**src/rtl/fsm_counter_seq.sv**
```systemverilog
// fsm_counter_seq: Moore sequencer that counts a programmable range on go,
// then holds a done indication for a programmable number of ticks.
//
// Ports:
//   clk         board clock, rising edge
//   rst_btn     asynchronous active-low reset
//   go_btn      active-low go button, asynchronous to clk
//   dir         0 = count up, 1 = count down (sampled on the start tick)
//   led         current count
//   done_signal high while in DONE
//   busy        high while in COUNTING
//
// Optional feature: define FSM_COUNTER_SEQ_ABORT_EN so that a go request
// on a tick while counting aborts the run back to IDLE.
module fsm_counter_seq #(
    parameter int CLK_DIV   = 1500000,
    parameter int CNT_WIDTH = 4,
    parameter int CNT_MAX   = 15,
    parameter int DONE_HOLD = 1
) (
    input  logic                 clk,
    input  logic                 rst_btn,
    input  logic                 go_btn,
    input  logic                 dir,
    output logic [CNT_WIDTH-1:0] led,
    output logic                 done_signal,
    output logic                 busy
);

    localparam int DIV_W  = (CLK_DIV > 1) ? $clog2(CLK_DIV) : 1;
    localparam int HOLD_W = $clog2(DONE_HOLD + 1);

    localparam logic [DIV_W-1:0]     DIV_LAST  = DIV_W'(CLK_DIV - 1);
    localparam logic [DIV_W-1:0]     DIV_ONE   = DIV_W'(1);
    localparam logic [CNT_WIDTH-1:0] CNT_TOP   = CNT_WIDTH'(CNT_MAX);
    localparam logic [CNT_WIDTH-1:0] CNT_ONE   = CNT_WIDTH'(1);
    localparam logic [HOLD_W-1:0]    HOLD_LAST = HOLD_W'(DONE_HOLD);
    localparam logic [HOLD_W-1:0]    HOLD_ONE  = HOLD_W'(1);

    typedef enum logic [1:0] {
        S_IDLE  = 2'd0,
        S_COUNT = 2'd1,
        S_DONE  = 2'd2
    } state_t;

    // Clock-enable divider
    logic [DIV_W-1:0] div_cnt;
    logic             tick;

    assign tick = (div_cnt == DIV_LAST);

    always_ff @(posedge clk or negedge rst_btn) begin
        if (!rst_btn) begin
            div_cnt <= '0;
        end else if (tick) begin
            div_cnt <= '0;
        end else begin
            div_cnt <= div_cnt + DIV_ONE;
        end
    end

    // Go path. The synchroniser carries the inverted button so that the
    // cleared reset value means "not pressed" and no edge follows reset.
    logic go_s1;
    logic go_s2;
    logic pressed_d;
    logic go_pending;
    logic go_edge;
    logic go_req;
    logic abort;

    assign go_edge = go_s2 & ~pressed_d;
    assign go_req  = go_pending | go_edge;

    always_ff @(posedge clk or negedge rst_btn) begin
        if (!rst_btn) begin
            go_s1      <= 1'b0;
            go_s2      <= 1'b0;
            pressed_d  <= 1'b0;
            go_pending <= 1'b0;
        end else begin
            go_s1     <= ~go_btn;
            go_s2     <= go_s1;
            pressed_d <= go_s2;
            // A tick consumes the request; an edge on the tick cycle is
            // used directly, so it need not be remembered.
            if (tick) begin
                go_pending <= 1'b0;
            end else if (go_edge) begin
                go_pending <= 1'b1;
            end
        end
    end

`ifdef FSM_COUNTER_SEQ_ABORT_EN
    assign abort = go_req;
`else
    assign abort = 1'b0;
`endif

    // Sequencer
    state_t              state;
    state_t              state_n;
    logic [CNT_WIDTH-1:0] led_n;
    logic [HOLD_W-1:0]   hold_cnt;
    logic [HOLD_W-1:0]   hold_n;
    logic                dir_q;
    logic                dir_n;
    logic [CNT_WIDTH-1:0] cnt_end;

    assign cnt_end = dir_q ? '0 : CNT_TOP;

    always_ff @(posedge clk or negedge rst_btn) begin
        if (!rst_btn) begin
            state    <= S_IDLE;
            led      <= '0;
            hold_cnt <= '0;
            dir_q    <= 1'b0;
        end else begin
            state    <= state_n;
            led      <= led_n;
            hold_cnt <= hold_n;
            dir_q    <= dir_n;
        end
    end

    always_comb begin
        state_n = state;
        led_n   = led;
        hold_n  = hold_cnt;
        dir_n   = dir_q;
        if (tick) begin
            case (state)
                S_IDLE: begin
                    led_n = '0;
                    if (go_req) begin
                        dir_n   = dir;
                        led_n   = dir ? CNT_TOP : '0;
                        state_n = S_COUNT;
                    end
                end
                S_COUNT: begin
                    if (abort) begin
                        state_n = S_IDLE;
                        led_n   = '0;
                    end else if (led == cnt_end) begin
                        state_n = S_DONE;
                        hold_n  = HOLD_ONE;
                    end else if (dir_q) begin
                        led_n = led - CNT_ONE;
                    end else begin
                        led_n = led + CNT_ONE;
                    end
                end
                S_DONE: begin
                    if (hold_cnt == HOLD_LAST) begin
                        state_n = S_IDLE;
                        led_n   = '0;
                    end else begin
                        hold_n = hold_cnt + HOLD_ONE;
                    end
                end
                default: begin
                    state_n = S_IDLE;
                    led_n   = '0;
                end
            endcase
        end
    end

    assign busy        = (state == S_COUNT);
    assign done_signal = (state == S_DONE);

endmodule
```
**config.mk**
```make
export PLATFORM = sky130hd
export DESIGN_NAME = fsm_counter_seq
export DESIGN_NICKNAME = d
export VERILOG_FILES = /design/src/rtl/fsm_counter_seq.sv
export SDC_FILE = /design/constraint.sdc
export NUM_CORES = 1
export LEC_CHECK = 0
export BUFFER_PORTS_ARGS = -buffer_cell sky130_fd_sc_hd__buf_2
export CORE_ASPECT_RATIO = 0.5
export CORE_MARGIN = 1.5
export CORE_UTILIZATION = 35
export DETAILED_ROUTE_END_ITERATION = 7
export PLACE_DENSITY = 0.51
export SYNTH_ARGS = -nofsm -noshare
export SYNTH_HDL_FRONTEND = slang
export SYNTH_SLANG_ARGS = --single-unit
```
**constraint.sdc**
```tcl
create_clock -name clk -period 3 [get_ports clk]
set_input_delay 0.3 -clock clk [delete_from_list [all_inputs] [get_ports clk]]
set_output_delay 0.3 -clock clk [all_outputs]
set_load 0.01 [all_outputs]
```
---- Word-level counts from Yosys, hierarchy flattened ----
Index checks and enable logic that the tools add are counted.
word-level totals
  register bits after elaboration ......... 33
  bits in latches ......................... 0
  memory bits (writable) .................. 0
  memory bits (read-only) ................. 0
  input bits .............................. 4
  output and inout port bits .............. 6
  logic and storage cells ................. 49
  memories kept ........................... 0
operators by class
  $add $sub $neg .......................... 4
  multipliers ............................. 0
  div/mod/pow operators ................... 0
  order comparisons ....................... 0
  equality and inequality tests ........... 8
  shifts and indexed selects .............. 0
  muxes and demuxes ....................... 17
  bitwise gates (word level) .............. 4
  reduce and logical (&&, ||, !) cells .... 7
operators by type and width
  cell                                              number
  two-way mux 4 bit                                 6
  adder 21 x 1 -> 21 bit, second input constant     1
  == test 21 bit, second input constant             1
  two-way mux 21 bit                                1
  case mux 4 bit (3 select lines)                   1
  AND reduction 3 bit                               3
  two-way mux 2 bit                                 3
  case mux 2 bit (3 select lines)                   1
  adder 4 x 1 -> 4 bit, second input constant       1
  == test 4 bit                                     1
  two-way mux 1 bit                                 4
  != test 2 x 1 -> 1 bit, second input constant     2
  != test 2 bit, second input constant              2
  AND reduction 4 bit                               1
  nonzero test 2 bit                                2
  subtractor 4 x 1 -> 4 bit, second input constant  1
  == test 2 x 1 -> 1 bit, second input constant     1
  == test 2 bit, second input constant              1
  zero test 2 bit                                   1
  NOT 1 bit                                         2
  case mux 1 bit (2 select lines)                   1
  adder 1 bit, second input constant                1
  bitwise AND 1 bit                                 1
  bitwise OR 1 bit                                  1

---- Depth between registers and ports, before layout ----
Gate-level depths: netlist (run 1).
  depth in word-level cells ............... 5
  gate-level depth with buffers ........... 6
  depth with buffers taken out ............ 5

---- Worst setup path before layout (run 1) ----
No wires, ideal clock.
  path type ............................... register -> register
  start point ............................. register dir_q
  end point ............................... register led[3]
  library setup time ...................... 125 ps
  arrival ................................. 1,778 ps
  required time ........................... 2,875 ps
  slack ................................... 1,097 ps
  cell stages (with the launch flop) ...... 6
  path buffers ............................ 0
  period minus slack after synthesis ...... 1,903 ps
  path through ............................ dfrtp_1 -> ha_1 -> and3_1 -> o211ai_1 -> or3b_2 -> mux2_4
on the way
  word-level cells in the longest chain between the ends .. 4
  elaborated cells on any way between the ends .. 7
  those cells by class .................... eq/ne (2); mux (4); reduce/logical (1)
RTL lines
  item                                  RTL line  source
  start, declared                       107       logic dir_q;
  start signal, assigned                123       dir_q <= dir_n;
  two-way mux 4 bit                     111       assign cnt_end = dir_q ? '0 : CNT_TOP;
  == test 4 bit                         146       end else if (led == cnt_end) begin
  != test 2 bit (no source line)        n/a
  AND reduction 3 bit (no source line)  n/a
  end signal, assigned                  121       led <= led_n;
  end, declared                         25        output logic [CNT_WIDTH-1:0] led,
Several ways; a longest one is shown, not always the timed one. The select of a mux whose other input is x is not followed.
A chain may end at the register's enable or synchronous reset.

---- Worst setup path after layout (run 1) ----
  start point ............................. register div_cnt[0]
  end point ............................... register led[3]
on the way
  word-level cells in the longest chain between the ends .. 2
RTL lines
  item                                  RTL line  source
  start, declared                       47        logic [DIV_W-1:0] div_cnt;
  start signal, assigned                58        div_cnt <= div_cnt + DIV_ONE;
  == test 21 bit                        50        assign tick = (div_cnt == DIV_LAST);
  AND reduction 3 bit (no source line)  n/a
Every way passes these cells.

==> results.yml, run 1 <==
outcome:
  outcome: "completed"
power_and_ir_drop:
  total_power_mw: 0.7639
  irDropWorstVdd_uv: 138.1
  leakage_nw: 0.8377
  pwr_density_cell_nw_per_um2: 396.7
sta:
  setup_violations: 0
  hold_viol: 0
  fmax_mhz: 472.3
  hold_slack_ps: 74.24
  skew_ps: 3.849
  slew_viol_final: 0
  fin_crit_ps: 2117
  finalCritPeriodShare_pct: 70.58
  worst_pin_slew_ps: 718.2
  rsz0062_at_grt: "false"
  slew_headroom_pct: 51.68
  tns_ps: 0
drt:
  first_pass_iters: 4
  drt_iter0_drc: 49
  ant_nets: 0
  wl_per_cell_um: 13.94
  finalWirelength_um: 3387
  drc: 0
  vias_per_cell: 5.091
  num_vias: 1237
clock_tree:
  h-tree-depth: 2
  clockRootBuffer: "clkbuf_8"
  cts_setup_buffers: 0
  insertion_delay_ps: 280
  cts_resized: 0
  clk_pin_slew_ps: 70
  cts_tree: "yes"
  cts_made_buffers: 5
  hold_buffers: 0
  clockBufferDepth: 2
  cts_sinks: 33
global_routing:
  antenna_found_initial: 0
  grt_start_max_net_pins: 34
  grt_overflow: 0
  grt_pass1_wl_um: 5892
  grt_use_total_pct: 14.67
  grt_pass1_vias: 1186
floorplan:
  fp.dieW_um: 102.7
  design.die.area_um2: 5431
  rows: 17
  io_pins: 10
  start_util_pct: 37.88
  core_area_um2: 4594
  die_y_um: 52.87
setup_path:
  worst-setup-path-type: "register to register"
  crit_path_end_kind: "register"
  cp_top_family: "simple AND/OR/NAND/NOR gates"
  r2r_cells: 5
  required_ps: 3170
  path_buf_inv: 0
  path_max_fanout: 12
  slowest_stage: "nor4_2"
  cp-start-kind: "register"
  cpPeakStageDelay_ps: 490
  crit_chain: "ha_1, and4_1, nand2b_1, nor4_2, mux2_4"
  crit_cells: 5
  crit_arrival_ps: 2280
layout:
  fin_nets: 186
  multi_input_area_um2: 860.8
  diodes: 0
  final_common_cell: "dfrtp_1"
  post-route-cell-area_um2: 1926
  areaGrowthSynthToFinish_pct: 10.64
  drive_gt1_share_pct: 14.69
  seqCellArea_um2: 825.8
  final_cell_mix: "33 x dfrtp_1, 17 x nor2_1, 10 x inv_1"
  final_core_util_pct: 41.91
  nFillCells: 463
placement:
  portBuffers: 9
  gp_congestion: 0.7757
  place_area_um2: 1852
  hpwl_um: 2446
yosys:
  synthCells: 164
  synthTopCellsByArea: "dfrtp_1 47%, xnor2_1 4.0%, xor2_1 4.0%"
  yosys.cell_types.count: 47
  synth_edf_count: 0
  syn_area_um2: 1740
  synth_largest_area_cell: "dfrtp_1"
  syn_nets: 172
  async_reset_ff_share_pct: 100.0
  syn_avg_cell_area_um2: 10.61
  ys_seq_area_share_pct: 47.45
  synth_top_flop_cell: "dfrtp_1"
  yosysWarnings: 0
  synth_top_area_share_pct: 47.45
  synth_seq_cells: 33
worst_hold_path:
  min_path_type: "input port to asynchronous set/reset pin"
job:
  drv_cap: 0
==> area by class of cell <==
cell class	instances	share of cell area [%]
multi-input combinational	119	44.70
sequential	33	42.88
tap	66	4.288
clock buffer	5	3.574
timing repair buffer	9	2.339
inverter	10	1.949
clock inverter	1	0.2599
==> report_power, final <==
group | internal, mW | total (mW) | switching (mW)
logic | 0.00303 | 0.0134 | 0.0104
clock network | 0.152 | 0.303 | 0.151
registers | 0.447 | 0.448 | 0.000527
total | 0.602 | 0.764 | 0.161
==> stage by stage <==
step                instances  setup WS (ps)
CTS                       243          878.2
floorplan                 164           1097
global route              243          750.2
detailed placement        237          897.2
global placement          237          963.7
finish                    243          882.6
==> flip-flops by register name (all words and copies together) (netlist names) <==
register / flops
led: 4
pressed_d: 1
go_s2: 1
go_s1: 1
go_pending: 1
hold_cnt: 1
state: 2
div_cnt: 21
dir_q: 1
==> worst register-to-register path, delay by kind of cell, from the launching register on <==
family	cells	cell delay [ps]
adder cells (fa/ha/maj)	1	210
multiplexers	1	330
flip-flops	1	390
AND/OR/NAND/NOR	3	1080
==> synth_stat cells (all sizes together), types with 2 or more instances <==
cell type	number
a21oi	5
and2	2
and3	3
and4	2
buf	2
dfrtp	33
ha	3
inv	10
mux2	3
mux2i	4
nand2	8
nand2b	2
nand3	5
nand4	7
nor2	18
nor2b	3
nor3	3
nor3b	2
nor4	4
nor4b	2
o21ai	7
o41a	2
or3	2
or3b	2
xnor2	8
xor2	8
==> routing by layer <==
metal  global-route usage [%]  vias up  part of all wire, %
met3                    4.756        4                  3.8
met5                        0        -                    0
met4                    4.110        0                 0.74
li1                         -      609                    -
met2                    21.52       22                   41
met1                    20.64      602                   54
==> path summary, 6_finish.rpt <==
check / from / end / slack (ps)
worst max-delay path: div_cnt[0]$_DFF_PN0_ / led[3]$_DFFE_PN0P_ / 880
worst min-delay path: rst_btn / div_cnt[3]$_DFF_PN0_ / 70
worst max register to register: div_cnt[0]$_DFF_PN0_ / led[3]$_DFFE_PN0P_ / 880
worst min register to register: go_s1$_DFF_PN0_ / go_s2$_DFF_PN0_ / 350
max in group asynchronous: rst_btn / led[0]$_DFFE_PN0P_ / 2470
min in group clk: go_btn / go_s1$_DFF_PN0_ / 160
==> logic make-up after synthesis <==
family	share of synthesized area, %
buffers and inverters	3.091
AO/OA/AOI/OAI	9.131
multiplexers	4.457
AND/OR/NAND/NOR	24.51
XOR/XNOR	8.052
flip-flops	47.45
adder cells (fa/ha/maj)	3.307
Power figures use the tool's default switching activity.
==> run 2: changes to the inputs <==
- PLACE_DENSITY: 0.51 -> 0.53
- clock period: 3 -> 1.7 ns (I/O delays scaled with it)
==> results.yml, run 2 (synthesis results as in run 1) <==
clock_tree:
  insertion_delay_ps: 290
  clockBufferDepth: 2
  cts_tree: "yes"
  clk_pin_slew_ps: 70
  clockRootBuffer: "clkbuf_8"
  cts_sinks: 33
  h-tree-depth: 2
  cts_made_buffers: 5
sta:
  rsz0062_at_grt: "true"
  skew_ps: 6.267
  hold_viol: 0
  finalCritPeriodShare_pct: 105.6
  slew_headroom_pct: 72.71
  fin_ws_ps: -94.65
  worst_pin_slew_ps: 409.3
  tns_ps: -325.7
  slew_viol_final: 0
  fin_crit_ps: 1795
  fmax_mhz: 557.2
  setup_violations: 12
drt:
  wl_per_cell_um: 13.98
  ant_nets: 0
  first_pass_iters: 4
  vias_per_cell: 5.010
  drc: 0
  drt_iter0_drc: 48
  num_vias: 1468
  finalWirelength_um: 4097
layout:
  diodes: 0
  largest_register_ffs: 21
  fin_cells: 293
  drive_gt1_share_pct: 39.21
  regMostFlops: "div_cnt"
  areaGrowthSynthToFinish_pct: 42.49
  final_common_cell: "buf_4"
  reg_top3: "div_cnt (21), led (4), state (2)"
  final_core_util_pct: 53.98
  post-route-cell-area_um2: 2480
  final_cell_mix: "39 x buf_4, 32 x dfrtp_1, 16 x nor2_1"
  fin_nets: 235
setup_path:
  path_max_fanout: 3
  crit_path_end_kind: "register"
  worst-setup-path-type: "register to register"
  required_ps: 1870
  crit_arrival_ps: 1960
  cp-start-kind: "register"
floorplan:
  die_y_um: 52.87
  core_area_um2: 4594
  design.die.area_um2: 5431
  rows: 17
  io_pins: 10
  fp.dieW_um: 102.7
  start_util_pct: 37.88
placement:
  hpwl_um: 3037
  dpl.cell_count: 279
  portBuffers: 9
  gp_congestion: 0.8374
  place_area_um2: 2213
power_and_ir_drop:
  irDropWorstVdd_uv: 230.7
  pwr_density_cell_nw_per_um2: 570.6
  leakage_nw: 1.137
outcome:
  outcome: "finished with violations"
  violations: "negative setup slack"
global_routing:
  grt_pass1_vias: 1481
  grt_use_total_pct: 17.33
  grt_start_max_net_pins: 18
  antenna_found_initial: 0
  grt_pass1_wl_um: 6865
  grt_overflow: 0
worst_hold_path:
  min_path_type: "input port to register"
job:
  drv_cap: 0
run 2: worst paths after layout:
path / startpoint / end / slack (ps) / cells past startpoint
hold reg to reg: go_s1$_DFF_PN0_ / go_s2$_DFF_PN0_ / 350 / 0
setup reg to reg: dir_q$_DFFE_PN0P_ / led[3]$_DFFE_PN0P_ / -90 / 5
hold / removal: go_btn / go_s1$_DFF_PN0_ / 20 / 2
setup / recovery: dir_q$_DFFE_PN0P_ / led[3]$_DFFE_PN0P_ / -90 / 5
max in group asynchronous: rst_btn / dir_q$_DFFE_PN0P_ / 920 / 3
min in group asynchronous: rst_btn / div_cnt[6]$_DFF_PN0_ / 350 / 2
run 2: area by class of cell:
class / count / area (um2)
repair buffers: 58 / 457.9
clock buffers: 7 / 86.33
flip-flops and latches: 33 / 827.0
multi-input cells: 119 / 988.4
inverters: 10 / 37.54
well taps: 66 / 82.58
fillers: 416 / 2115
run 2: repair_timing:
action | 4_1_cts | 5_1_grt
pin swaps | 8 | 13
hold endpoints to repair | 16 | 0
gates resized for setup | 12 | 18
hold buffers | 1 | 0
endpoints found under the setup margin | 6 | 22
buffers inserted | 2 | 5
run 2: critical path, cell delays in order (launching register included):
cell      delay [ps]
dfrtp_2          450
ha_4             230
and3_4           180
o211ai_1         170
or3b_4           390
mux2_4           260
run 2: layer usage:
layer | global-route usage (%) | routed length (um)
met5 | 0 | 0
met4 | 6.621 | 74
met3 | 4.756 | 111
met2 | 30.57 | 1980
met1 | 20.46 | 1931
run 2: metrics by stage:
step	total power [mW]	hold slack, ps	setup slack [ps]
2_1_floorplan	0.8100	-125.6	-54.90
3_3_place_gp	0.8365	122.7	-44.47
3_5_place_dp	0.8368	131.3	-101.5
4_1_cts	1.441	12.06	-96.36
5_1_grt	1.487	32.27	-142.5
6_report	1.415	23.48	-94.65
run 2: power by group:
| group | internal [mW] | switching [mW] |
|---|---|---|
| logic | 0.0122 | 0.0207 |
| registers | 0.789 | 0.00106 |
| clock network | 0.321 | 0.271 |
